$ cat src/rtl/apb_pkg.sv
// apb_pkg: shared types and widths for the APB master bridge
package apb_pkg;
  localparam int APB_ADDR_W = 12;
  localparam int APB_DATA_W = 32;
  localparam int PORT_W = 3;
  typedef enum logic [1:0] {IDLE, SETUP, ACCESS, RESP} apb_state_e;
  typedef struct packed {
    logic we;
    logic [PORT_W-1:0] port;
    logic [APB_ADDR_W-1:0] offset;
    logic [APB_DATA_W-1:0] wdata;
  } apb_req_t;
endpackage

$ cat src/rtl/apb_addr_decode.sv
// apb_addr_decode: maps a core byte address to peripheral port and offset
module apb_addr_decode
  import apb_pkg::*;
#(
  parameter logic [31:0] BASE_ADDR = 32'h4000_0000,
  parameter int NUM_PORTS = 6
) (
  input  logic [31:0]           addr,
  output logic                  hit,
  output logic [PORT_W-1:0]     port,
  output logic [APB_ADDR_W-1:0] offset
);
  logic unused_bit15;
  assign unused_bit15 = addr[15];
  assign hit = addr[31:16] == BASE_ADDR[31:16] && {29'd0, addr[14:12]} < NUM_PORTS;
  assign port = addr[14:12] + 3'd1;
  assign offset = addr[11:0];
endmodule

$ cat src/rtl/apb_master.sv
// apb_master: valid/ready core request to APB SETUP/ACCESS bridge with timeout
module apb_master
  import apb_pkg::*;
#(
  parameter logic [31:0] BASE_ADDR = 32'h4000_0000,
  parameter int NUM_PORTS = 6,
  parameter int TIMEOUT = 16
) (
  input  logic                  clk,
  input  logic                  rst,
  input  logic                  req_valid,
  output logic                  req_ready,
  input  logic                  req_we,
  input  logic [31:0]           req_addr,
  input  logic [31:0]           req_wdata,
  output logic                  rsp_valid,
  output logic [31:0]           rsp_rdata,
  output logic                  rsp_err,
  output logic                  wr_out,
  output logic                  en_out,
  output logic [PORT_W-1:0]     sel_port,
  output logic [APB_ADDR_W-1:0] addr_out,
  output logic [APB_DATA_W-1:0] data_out,
  input  logic                  ready_in,
  input  logic [APB_DATA_W-1:0] readdata_in,
  input  logic                  pslverr_in
);
  apb_state_e state, nxt;
  apb_req_t req_q, dec_req, cur;
  logic hit, accept, timeout, busy;
  logic [PORT_W-1:0] port;
  logic [APB_ADDR_W-1:0] offset;
  logic [7:0] cnt;
  apb_addr_decode #(.BASE_ADDR(BASE_ADDR), .NUM_PORTS(NUM_PORTS)) u_dec (
    .addr(req_addr), .hit(hit), .port(port), .offset(offset)
  );
  assign req_ready = state == IDLE && !rst;
  assign accept = req_valid && req_ready;
  assign timeout = cnt == 8'(TIMEOUT - 1);
  assign dec_req = '{we: req_we, port: port, offset: offset, wdata: req_wdata};
  // In IDLE the live decode drives the SETUP registers directly; afterwards the captured copy holds
  assign cur = state == IDLE ? dec_req : req_q;
  assign busy = nxt == SETUP || nxt == ACCESS;
  always_ff @(posedge clk)
    state <= rst ? IDLE : nxt;
  always_comb
    nxt = state == IDLE   ? (accept ? (hit ? SETUP : RESP) : IDLE) :
          state == SETUP  ? ACCESS :
          state == ACCESS ? (ready_in || timeout ? RESP : ACCESS) : IDLE;
  always_ff @(posedge clk)
    if (rst) begin
      req_q <= '0;
      cnt <= '0;
      sel_port <= '0;
      wr_out <= 1'b0;
      en_out <= 1'b0;
      addr_out <= '0;
      data_out <= '0;
      rsp_valid <= 1'b0;
      rsp_err <= 1'b0;
      rsp_rdata <= '0;
    end else begin
      req_q <= cur;
      cnt <= state == ACCESS && nxt == ACCESS ? cnt + 8'd1 : 8'd0;
      sel_port <= busy ? cur.port : '0;
      wr_out <= busy && cur.we;
      en_out <= nxt == ACCESS;
      addr_out <= nxt == SETUP ? cur.offset : addr_out;
      data_out <= nxt == SETUP ? cur.wdata : data_out;
      rsp_valid <= nxt == RESP;
      rsp_err <= nxt == RESP && (state == IDLE || !ready_in || pslverr_in);
      rsp_rdata <= nxt == RESP && state == ACCESS && ready_in && !pslverr_in && !req_q.we ? readdata_in : '0;
    end
endmodule

$ cat config.mk
export PLATFORM = sky130hd
export DESIGN_NAME = apb_master
export DESIGN_NICKNAME = d
export VERILOG_FILES = /design/src/rtl/apb_pkg.sv /design/src/rtl/apb_addr_decode.sv /design/src/rtl/apb_master.sv
export SDC_FILE = /design/constraint.sdc
export NUM_CORES = 1
export LEC_CHECK = 0
export BUFFER_PORTS_ARGS = -buffer_cell sky130_fd_sc_hd__buf_2
export CAP_MARGIN = 10
export CORE_UTILIZATION = 48
export CTS_CLUSTER_DIAMETER = 100
export CTS_CLUSTER_SIZE = 16
export DETAILED_ROUTE_END_ITERATION = 8
export GPL_ROUTABILITY_DRIVEN = 0
export PLACE_DENSITY = 0.79
export SYNTH_ARGS = -nofsm -noshare
export SYNTH_HDL_FRONTEND = slang
export SYNTH_SLANG_ARGS = --single-unit
$ cat constraint.sdc
create_clock -name clk -period 3.35 [get_ports clk]
set_input_delay 0.335 -clock clk [delete_from_list [all_inputs] [get_ports clk]]
set_output_delay 0.335 -clock clk [all_outputs]
set_load 0.02 [all_outputs]
==> out/summary.md, run 1 <==
CTS saw 141 sinks. Dividing the final minimum period by the clock period gives 76.6%. The tools report the number of antenna-violating nets in the routed design as 0. The run gives 0.50 ns as the latest clock arrival within the worst-skew pair. Counting the fill cells in the layout gives 792.

After detailed routing, the number of remaining DRC violations is 0. TritonCTS built the clock tree. The Yosys step of the flow raised 0 warnings.

The number of buffers inserted during clock tree synthesis is 17, and the post-detailed-route via-to-cell ratio is 4.82. For this run, the number of standard cells in the final layout without fillers is 773. The run finished with clean final reports. The dominant delay contributor by cell family on the critical path was adder cells. The analysis attributes to cell leakage a power of 0.00311 uW.

The highest net fanout along the worst path came out at 22. The tree is rooted in a clkbuf_8. The first global-routing pass estimated 16000 um of wire. The largest single stage delay on the critical path is 0.54 ns.

The routed design could run at a clock period as short as 2.57 ns. For the hold slack, the log shows 0.0398 ns. Of the cells placed in the final design, the portion with a size suffix greater than 1 is 35.3%. The worst setup path is of the register to register kind. Dividing the detail-routed wire length by the instance count gives 12.9 um.

The area of the core was 9730 um2; the vertical extent of the die was 102 um. The number of antenna violations at the first check in global routing was 0. The count of buffers added on input and output ports is 184.

The H-tree depth is 4, and the layout-stage area growth over the synthesis result is 34.0%. Slowest library cell on the worst path: ha_2. The remaining global-route overflow was 0; the number of max-slew violations in the final report was 0.

The tools report the row count as 36. For the post-synthesis net count, the log shows 561. Across the run, the number of max-cap violations was 0. Number of buffer and inverter stages on the critical path: 1.

Summing every instance area after synthesis gives 4780 um2. Including well taps, the total number of placed cells is 742. The average size of a mapped cell was 10.6 um2.

The logs give 3567 for the via count of the first global-routing pass and 0 ns for the total negative slack. After synthesis, the share of flip-flops with an asynchronous set or reset is 0%. The pre-antenna-repair detailed-routing pass consisted of 4 iterations.

Headroom to the max-slew limit came out at 34.5%. The run gives 65.9% as the final standard cell utilization of the core. Counting every instance in the synthesized netlist gives 451. The number of gates resized after CTS was 0. Setup repair after global routing left no endpoint under its margin.

Die outline area: 10400 um2. STA classifies the critical path endpoint as a register. Setup violations remaining at the end of the flow were counted as 0. In this run, synthesis produced a sequential element count of 141. Summing over every cut layer, the via total after detailed routing is 3726.

The class of the worst hold path was input port to register. The number of synthesized flops with an enable pin works out to 0. The hold buffer count at cts was 0. The critical path goes through ha_1 > and3_1 > a21oi_1 > o31ai_1 > ha_2 > buf_4 > nor2_1 > a211oi_1. The tools report the endpoint arrival time on the critical path as 2.95 ns.

Based on the critical path, the design can be clocked at up to 390 MHz. Kind of launch point of the worst setup path: a register. The number of hold violations in the final report is 0, and the post-route clock skew is 0.0147 ns. Yosys mapped the design onto 36 distinct sky130hd cell types. The logs give 371 uV for the maximum vdd drop and 738 for the number of nets in the layout. Global routing used 19.5% of the available tracks. The register clock-pin slew on the reported worst setup and hold paths was 0.06 ns. The ratio of total power to cell area is 664 nW/um2, and the sequential fraction of the synthesis area is 59.0%. For this design the top-level I/O count stands at 186. Post-CTS timing repair inserted 0 buffers for setup. In this run the deepest clock path goes through 2 buffers. Summed over all nets, the half-perimeter wirelength after detailed placement is 7000 um.

The measured slew at the worst slew-check pin came out at 0.982 ns. The maximum number of pins on one net before global-route repair was 99; the number of antenna repair diodes was 0. Measured along the x axis, the die boundary spans 102 um. After the first detailed-routing iteration, the DRC count stood at 117. Wires add up to 9990 um. The initial utilization of the core area, before any placement, comes to 49.2%.

The run gives 3.73 ns as the required time at the endpoint of the critical path. Primary flip-flop cell chosen by synthesis mapping: dfxtp_1.
==> worst register-to-register path, delay by kind of cell (launching register included) <==
kind,cells,cell delay [ns]
DFF,1,0.37
AOI/OAI and AO/OA,3,0.73
adders and majority gates,2,0.75
and+or+nand+nor,2,0.28
buffers and inverters,1,0.33
==> worst paths after layout <==
| kind | startpoint | end | slack, ns | depth (start not counted) |
|---|---|---|---|---|
| worst max register to register | cnt[0] | data_out[21] | 0.78 | 8 |
| worst min register to register | cnt[0] | cnt[0] | 0.46 | 1 |
| worst max-delay path | cnt[0] | data_out[21] | 0.78 | 8 |
| worst min-delay path | readdata_in[18] | rsp_rdata[18] | 0.04 | 2 |
==> flip-flops by register name, indices dropped and copies added (netlist names) <==
register,count
rsp_err,1
rsp_rdata,32
en_out,1
addr_out,12
wr_out,1
sel_port,3
state,2
cnt,8
data_out,32
rsp_valid,1
req_q,48
==> layout by cell type (no fill, tap or decap), types with 2 or more instances in the layout <==
cell type   synthesis  final
o31ai_1             2      2
nand2b_1            4      4
dfxtp_1           141    141
ha_1                8      6
o21ai_0             2      2
mux2i_1            46     46
nor2b_1             5      5
inv_1               2      2
bufinv_16           0      4
nand2_1             5      5
buf_2               4    184
nor4_1              3      3
xnor2_1             3      3
inv_8               0      2
nor2_1             95     95
buf_4               6      3
clkbuf_16           0     16
a211oi_1           46     46
and3_1              3      3
clkinvlp_4          0      2
a21oi_1             7      7
or3_1               2      2
nor3_1              2      2
inv_6               0      3
clkinv_4            0      3
and2_1             32     32
==> per-layer routing <==
| metal | global-route usage (%) | vias to the layer above | wire length, um |
|---|---|---|---|
| met5 | 0 | - | 0 |
| met4 | 7.47 | 0 | 140 |
| met3 | 6.29 | 13 | 678 |
| met2 | 34.6 | 111 | 4970 |
| met1 | 21.9 | 1711 | 4200 |
| li1 | - | 1891 | - |
==> synth_stat cells (2+ instances only) <==
cell type / instances / area, um2
o31ai_1: 2 / 15.0
buf_4: 6 / 45.0
a211oi_1: 46 / 345
buf_1: 5 / 18.8
nand2_1: 5 / 18.8
dfxtp_1: 141 / 2820
o21ai_0: 2 / 10.0
nor2_1: 95 / 357
nand2b_1: 4 / 25.0
nor4_1: 3 / 18.8
or3_1: 2 / 12.5
buf_2: 4 / 20.0
ha_1: 8 / 100
a21oi_1: 7 / 35.0
clkbuf_1: 12 / 45.0
mux2i_1: 46 / 460
clkbuf_2: 3 / 15.0
inv_1: 2 / 7.51
nor2b_1: 5 / 31.3
xnor2_1: 3 / 26.3
nor3_1: 2 / 10.0
and2_1: 32 / 200
and3_1: 3 / 18.8
==> report_power, final <==
part,switching [uW],leakage (uW),total [uW],internal [uW]
Combinational,286,0.00165,488,202
Sequential,38.7,0.00115,1820,1780
Clock,719,0.000299,1950,1230
==> stage by stage <==
stage	instance area (um2)	total power [uW]	setup WS (ns)
detailed placement	5780	2350	0.734
global placement	5780	2330	0.842
floorplan	4780	2180	1.03
global route	6410	4440	0.558
finish	6410	4250	0.785
CTS	6410	4300	0.788
==> cells by family after synthesis <==
logic type	Yosys count	synth area share, %
simple gates	158	15.8
buf+inv	32	3.16
mux	46	9.63
compound gates	62	9.57
xor+xnor	4	0.733
fa+ha+maj	8	2.09
flops	141	59.0
==> final cells by class <==
cell class,instances,area (um2),area share (%)
clock buffers,17,414,6.46
clock inverters,14,210,3.28
inverters,2,7.51,0.117
multi-input cells,278,1820,28.5
flip-flops and latches,141,2820,44.0
well taps,133,166,2.60
repair buffers,188,963,15.0
Note: power is estimated with default switching activity, not from simulation.
==> run 2: changes to the inputs <==
==> constraint.sdc (replaced) <==
create_clock -name clk -period 2.57 [get_ports clk]
set_input_delay 0.257 -clock clk [delete_from_list [all_inputs] [get_ports clk]]
set_output_delay 0.257 -clock clk [all_outputs]
set_load 0.02 [all_outputs]
==> out/summary.md, run 2 (synthesized netlist as in run 1, its figures left out) <==
The flow ran to the end, and the final reports show no timing, DRC or antenna violations. The number of antenna-violating nets in the routed design came out at 0 (unchanged). The library cell used most frequently in the layout, excluding fill and tap cells, is buf_2.

The detailed-router iteration count before antenna repair is 4 (unchanged), and the latest clock arrival within the worst-skew pair is 0.53 ns (+0.03 ns). Kind of launch point of the worst setup path: a register. The boundary pin count came out at 186 (unchanged). In the final layout, the registers with the most flip-flops are req_q x48, data_out x32, rsp_rdata x32. Setup repair after global routing left no endpoint under its margin. The die width is 102 um (unchanged), and the total global-route track usage is 23.4% (+3.8 points). The number of buffer cells added on primary ports was 184 (unchanged).

The area of the core came out at 9730 um2 (unchanged). The standby leakage power came out at 0.00334 uW (+7.5%). req_q holds more flip-flops than any other register. The run gives 141 (unchanged) as the number of clock sinks. The vertical extent of the die is 102 um (unchanged).

For the setup slack after placement, the log shows 0.132 ns (-0.602 ns). TritonCTS built the clock tree. The fraction of layout instances using a drive strength above 1 is 32.7% (-2.6 points). The post-detailed-route via-to-cell ratio was 4.84 (+0.47%). The logs give 440 MHz (+13%) for the achievable frequency and 2 (unchanged) for the maximum buffer depth of the clock tree. The H-tree depth came out at 4 (unchanged). In the layout the commonest cells are buf_2, dfxtp_1, nor2_1.

The max-cap check violation count is 0 (unchanged), and the number of nets in the layout is 797 (+8.0%). The run gives 99 (unchanged) as the maximum number of pins on one net before global-route repair. The measured slew at the worst slew-check pin was 0.993 ns (+0.0104 ns); the register clock-pin slew on the reported worst setup and hold paths was 0.07 ns (about the same).

The number of antenna violations at the first check in global routing is 0 (unchanged), and the row count is 36 (unchanged). The endpoint arrival time on the critical path is 2.74 ns (-0.21 ns). The total negative slack is 0 ns (unchanged). Required time at the endpoint of the critical path: 3.04 ns (-0.69 ns). The number of max-slew violations in the final report is 0 (unchanged), and the layout-stage area growth over the synthesis result is 45.2%.

The number of flip-flops under the largest register name is 48 (unchanged). The number of cells after detailed placement was 743 (+0.13%). The buffers inserted during post-CTS setup optimization was 0 (unchanged); the residual DRC count was 0 (unchanged). The violation count after the first detailed-route iteration is 146 (+25%), and the ratio of total power to cell area is 776 nW/um2 (+17%). Maximum vdd drop: 609 uV (+64%). The logs give 0 (unchanged) for the number of hold violations in the final report and 33.8% (-0.69 points) for the worst slew margin relative to its limit.

The final worst slack was 0.298 ns (-0.487 ns). The remaining global-route overflow was 0 (unchanged); the number of buffers inserted during clock tree synthesis was 17 (unchanged). The class of the worst hold path was input port to register. The cell sitting at the root of the clock tree is a clkbuf_8. The initial standard-cell utilization of the core is 49.2% (unchanged), and the post-layout minimum cycle time is 2.27 ns (-0.293 ns). The logs give 833 (+7.8%) for the post-route non-filler standard cell count and 0 (unchanged) for the count of final setup violators.

Highest net fanout along the worst path: 32 (+45%). The setup path with the least slack is of type register to register. Kind of end point of the critical path: a register.

The die outline area came out at 10400 um2 (unchanged). The logs give 12000 um (+20%) for the total length of routed wires and 18500 um (+16%) for the wire length of the first global-routing pass. Post-route clock skew: 0.0219 ns (+0.00720 ns). The HPWL after detailed placement was 7250 um (+3.7%).

The share of the clock period used by the worst path after layout is 88.4% (+12 points), and the number of antenna repair diodes is 0 (unchanged). The via count of the first global-routing pass came out at 4016 (+13%). The average wire per cell in the routed design was 14.4 um (+11%); the overall via count from detail_route was 4034 (+8.3%).
## run 2: final timing paths
kind               start           end  slack (ns)  depth (start not counted)
max             state[0]  rsp_rdata[1]        0.30                          9
min          req_addr[0]     req_q[32]       0.005                          3
max reg2reg     state[0]  rsp_rdata[1]        0.30                          9
min reg2reg       cnt[0]        cnt[0]        0.48                          1
## run 2: per-layer routing
metal | vias up | track usage [%] | wire, um
met5 | - | 0 | 0
met4 | 0 | 9.56 | 268
met3 | 23 | 7.73 | 721
met2 | 122 | 42.7 | 6290
met1 | 1883 | 24.8 | 4680
li1 | 2006 | - | -
## run 2: cell type report
cell class | count | area [um2]
Clock inverter | 14 | 135
Timing Repair Buffer | 247 | 1550
Tap cell | 133 | 166
Clock buffer | 18 | 428
Inverter | 2 | 7.51
Multi-Input combinational cell | 278 | 1830
Sequential cell | 141 | 2820
Fill cell | 722 | 2790
## run 2: worst max-delay path, cell delays in order (launching register included)
cell	delay, ns
dfxtp_1	0.33
inv_1	0.08
ha_4	0.26
nor2b_1	0.26
a21oi_1	0.12
a21oi_1	0.20
ha_1	0.18
nor2b_2	0.16
and4bb_4	0.45
and2_1	0.19
## run 2: through the flow
step                cell area (um2)  total power [uW]  hold slack (ns)  utilization (%)
CTS                            6940              5420        0.0000975             71.3
floorplan                      4780              2840            0.379                -
finish                         6940              5390          0.00507             71.4
global route                   6940              5610          0.00629             71.4
detailed placement             5790              3070            0.459             59.5
global placement               5790              3030            0.441             59.5
## run 2: timing repair
item,4_1_cts,5_1_grt
setup endpoints to repair,0,34
gates resized for setup,0,2
hold endpoints to repair,58,0
hold buffers,58,0
## run 2: power breakdown
group          switching (uW)  leakage [uW]  total, uW  internal [uW]
sequential               53.3       0.00115       2380           2320
clock                     968      0.000282       2290           1330
combinational             398       0.00190        720            321
total                    1420       0.00334       5390           3970
==> run 3: changes to the inputs <==
--- a/config.mk
+++ b/config.mk
@@ -12,7 +12,9 @@
 export CTS_CLUSTER_SIZE = 16
 export DETAILED_ROUTE_END_ITERATION = 8
 export GPL_ROUTABILITY_DRIVEN = 0
-export PLACE_DENSITY = 0.79
+export HOLD_SLACK_MARGIN = 0.08
+export PLACE_DENSITY = 0.78
 export SYNTH_ARGS = -nofsm -noshare
 export SYNTH_HDL_FRONTEND = slang
+export SYNTH_HIERARCHICAL = 1
 export SYNTH_SLANG_ARGS = --single-unit
==> out/summary.md, run 3 <==
The tools report the worst slew margin relative to its limit as 44.6% (+11 points). The worst register-to-register path begins at cnt[0]. The logs give 4097 (+2.0%) for the via count of the first global-routing pass and 468 (+3.8%) for the gate count after technology mapping. For the row count, the log shows 36 (unchanged). The number of cell instances on the worst register-to-register path was 8 (-1); the overall via count from detail_route was 4177 (+3.5%).

The measured slew at the worst slew-check pin was 0.832 ns (-0.161 ns); the latest clock arrival within the worst-skew pair was 0.52 ns (about the same). Register bank with the most flops: req_q. The depth of the worst hold-timing path is 3 (unchanged), and the number of antenna-violating nets in the routed design is 0 (unchanged).

Yosys attributes the largest share of cell area to dfxtp_1, mux2i_1, nor2_1, a211oi_1, and2_1. The total length of routed wires was 12900 um (+7.8%); the number of nets in the layout was 825 (+3.5%). The final standard cell utilization of the core is 73.5% (+2.1 points). The yosys synthesis warning count is 6 (+6). The detailed-router iteration count before antenna repair came out at 6 (+2).

The run gives 49.9% (+0.70 points) as the initial standard-cell utilization of the core. The maximum buffer depth of the clock tree was 2 (unchanged). The tools report the standby leakage power as 0.00348 uW (+4.2%). The wire length of the first global-routing pass came out at 19400 um (+4.8%). The slowest library cell on the worst path is a211oi_1. The total global-route track usage is 24.7% (+1.3 points). The logs give 4230 uW (+6.5%) for the internal power contribution and 0.00794 ns (-0.0140 ns) for the post-route clock skew. Fraction of layout instances using a drive strength above 1: 31.5% (-1.2 points).

The worst hold path begins at ready_in. The path with the worst hold slack has its endpoint at state[0]. The residual DRC count is 0 (unchanged), and the buffers inserted during post-CTS setup optimization is 0 (unchanged).

For the power share of the sequential group, the log shows 42.6% (-1.5 points). The endpoint arrival time on the critical path is 2.75 ns (about the same), and the sequential fraction of the synthesis area is 57.4% (-1.6 points). The ratio of total power to cell area is 765 nW/um2 (-1.4%), and the number of flip-flops under the largest register name is 48 (unchanged). The library cells used most frequently in the layout, excluding fill and tap cells, are buf_2, dfxtp_1, nor2_1. The run gives 0.107 ns (+0.102 ns) as the hold slack. The boundary pin count is 186 (unchanged).

The remaining global-route overflow was 0 (unchanged). The number of max-slew violations in the final report came out at 0 (unchanged). STA classifies the critical path endpoint as a register. The highest net fanout along the worst path is 32 (unchanged). The number of buffers inserted during clock tree synthesis is 17 (unchanged), and the switching power of the nets is 1320 uW (-7.3%).

The number of buffer cells added on primary ports is 184 (unchanged), and the number of synthesized flops with an enable pin is 0 (unchanged). Setup repair after global routing left no endpoint under its margin. The post-route non-filler standard cell count came out at 861 (+3.4%). For the setup slack after placement, the log shows 0.0626 ns (-0.0692 ns). The final worst slack is 0.222 ns (-0.0762 ns), and the largest stage delay on the critical path is 0.36 ns (-0.09 ns).

The tools report the number of hold violations in the final report as 0 (unchanged). The number of cells after detailed placement is 748 (+0.67%), and the required time at the endpoint of the critical path is 2.98 ns (-0.06 ns). The total negative slack is 0 ns (unchanged), and the clock network power share is 44.7% (+2.1 points).

TritonCTS built the clock tree. The endpoint of the worst-slack reg-to-reg timing path is rsp_rdata[20]. The count of final setup violators came out at 0 (unchanged). The run finished with clean final reports. The maximum number of pins on one net before global-route repair was 66 (-33%). The HPWL after detailed placement is 7390 um (+1.9%), and the area of the mapped netlist is 4920 um2 (+2.8%). Walking the worst path, the cells encountered are ha_1 > and3_2 > a211oi_1 > nor2_1 > ha_1 > nor2b_2 > and4bb_4 > and2_1.

The path class of the tightest hold or removal check is input port to register. The register clock-pin slew on the reported worst setup and hold paths is 0.06 ns (about the same), and the fraction of power spent switching nets is 23.7% (-2.6 points). The cell type with the highest occurrence count on the critical path is ha_1. The tools report the area of the core as 9860 um2 (+1.4%). The post-layout minimum cycle time works out to 2.35 ns (+0.0762 ns). The max-cap check violation count was 0 (unchanged).

The count of cell types in the netlist came out at 34 (-5.6%). The part of the power in combinational logic was 12.7% (-0.6 points). The post-detailed-route via-to-cell ratio came out at 4.85 (+0.18%). The clock root buffer was clkbuf_8. The tools report the maximum vdd drop as 483 uV (-21%). Share of the clock period used by the worst path after layout: 91.4% (+3.0 points).

The fraction of synthesis flops using an asynchronous set or reset pin is 0% (unchanged), and the average wire per cell in the routed design is 15.0 um (+4.3%). The setup path with the least slack is of type register to register. For the number of antenna violations at the first check in global routing, the log shows 1 (+1).

The die width is 103 um (+1.4%), and the slack of the worst reg-to-reg path is 0.22 ns (-0.08 ns). Commonest non-fill, non-tap cell in the layout: buf_2. The layout-stage area growth over the synthesis result is 47.4%, and the vertical extent of the die is 103 um (+1.4%). The run gives 10700 um2 (+2.8%) as the die outline area. The average size of a mapped cell was 10.5 um2 (-0.91%). The worst setup path is launched from a register. The share of Yosys cell area claimed by the top area cell type is 57.4% (-1.6 points), and the violation count after the first detailed-route iteration is 93 (-36%). Among all flip-flop cells after synthesis, the most frequent one is dfxtp_1. The post-synthesis register bit count is 141 (unchanged), and the number of clock sinks is 141 (unchanged). The H-tree depth came out at 4 (unchanged). In the final layout, the registers with the most flip-flops are req_q x48, data_out x32, rsp_rdata x32. Counting instances in the post-synthesis netlist gives the leading cell types as dfxtp_1, nor2_1, mux2i_1, a211oi_1, and2_1. Among all cell types in the netlist, the one instantiated most often is dfxtp_1. The run gives 426 MHz (-3.2%) as the achievable frequency. The dominant cell type by area after synthesis was dfxtp_1. The post-synthesis net count is 578 (+3.0%).
-- run 3: worst max-delay path by stage --
stage                       startpoint            end  slack [ns]  depth (start not counted)
final                           cnt[0]  rsp_rdata[20]        0.22                          8
after floorplan               state[0]    addr_out[0]        0.31                         11
after global placement    req_addr[16]  rsp_rdata[13]        0.15                          9
after global routing            cnt[0]  rsp_rdata[20]        0.11                          8
after CTS                       cnt[0]   rsp_rdata[5]        0.11                          8
after detailed placement  req_addr[21]   rsp_rdata[5]        0.06                          9
-- run 3: metrics by stage --
step	area (um2)	power [uW]
after floorplan	4920	2810
after global placement	5830	2980
after detailed placement	5830	3000
after CTS	7240	5570
after global routing	7250	5760
final	7250	5550
-- run 3: area by class of cell --
cell class,instances,area (um2)
Multi-Input combinational cell,281,1840
Inverter,4,15.0
Antenna cell,1,2.50
Fill cell,639,2620
Clock inverter,12,170
Timing Repair Buffer,270,1800
Sequential cell,141,2820
Tap cell,133,166
Clock buffer,19,432
-- run 3: cells by family (layout without fill, tap and decap cells) --
logic type / Yosys count / count (layout) / share of synthesized area [%]
XOR/XNOR: 4 / 4 / 0.712
buffers and inverters: 46 / 305 / 5.49
AND/OR/NAND/NOR: 165 / 165 / 16.5
adder cells (fa/ha/maj): 8 / 8 / 2.04
flip-flops: 141 / 141 / 57.4
multiplexers: 48 / 48 / 9.77
other: 0 / 1 / 0
AO/OA/AOI/OAI: 56 / 56 / 8.09
-- run 3: layer usage --
layer / GRT usage [%] / wire [um] / vias to the layer above
met5: 0 / 0 / -
met4: 13.4 / 440 / 0
met3: 7.06 / 520 / 36
met2: 46.2 / 7000 / 122
met1: 24.7 / 4940 / 1951
li1: - / - / 2068
-- run 3: what timing repair did --
item	CTS	global route
hold buffers	81	0
resized for setup	0	1
hold endpoints to repair	81	0
setup endpoints to repair	0	32
-- run 3: worst max-delay path: cells and delay by family, from the launching register on --
| family | cells | cell delay [ns] |
|---|---|---|
| AND/OR/NAND/NOR | 5 | 1.06 |
| AO/OA/AOI/OAI | 1 | 0.36 |
| flip-flops | 1 | 0.34 |
| adder cells (fa/ha/maj) | 2 | 0.46 |
-- run 3: power by group through the flow --
stage | clock (uW) | combinational, uW | sequential (uW)
after floorplan | 0 | 335 | 2470
after global placement | 0 | 576 | 2400
after detailed placement | 0 | 594 | 2400
after CTS | 2510 | 693 | 2360
after global routing | 2620 | 768 | 2370
final | 2480 | 704 | 2360
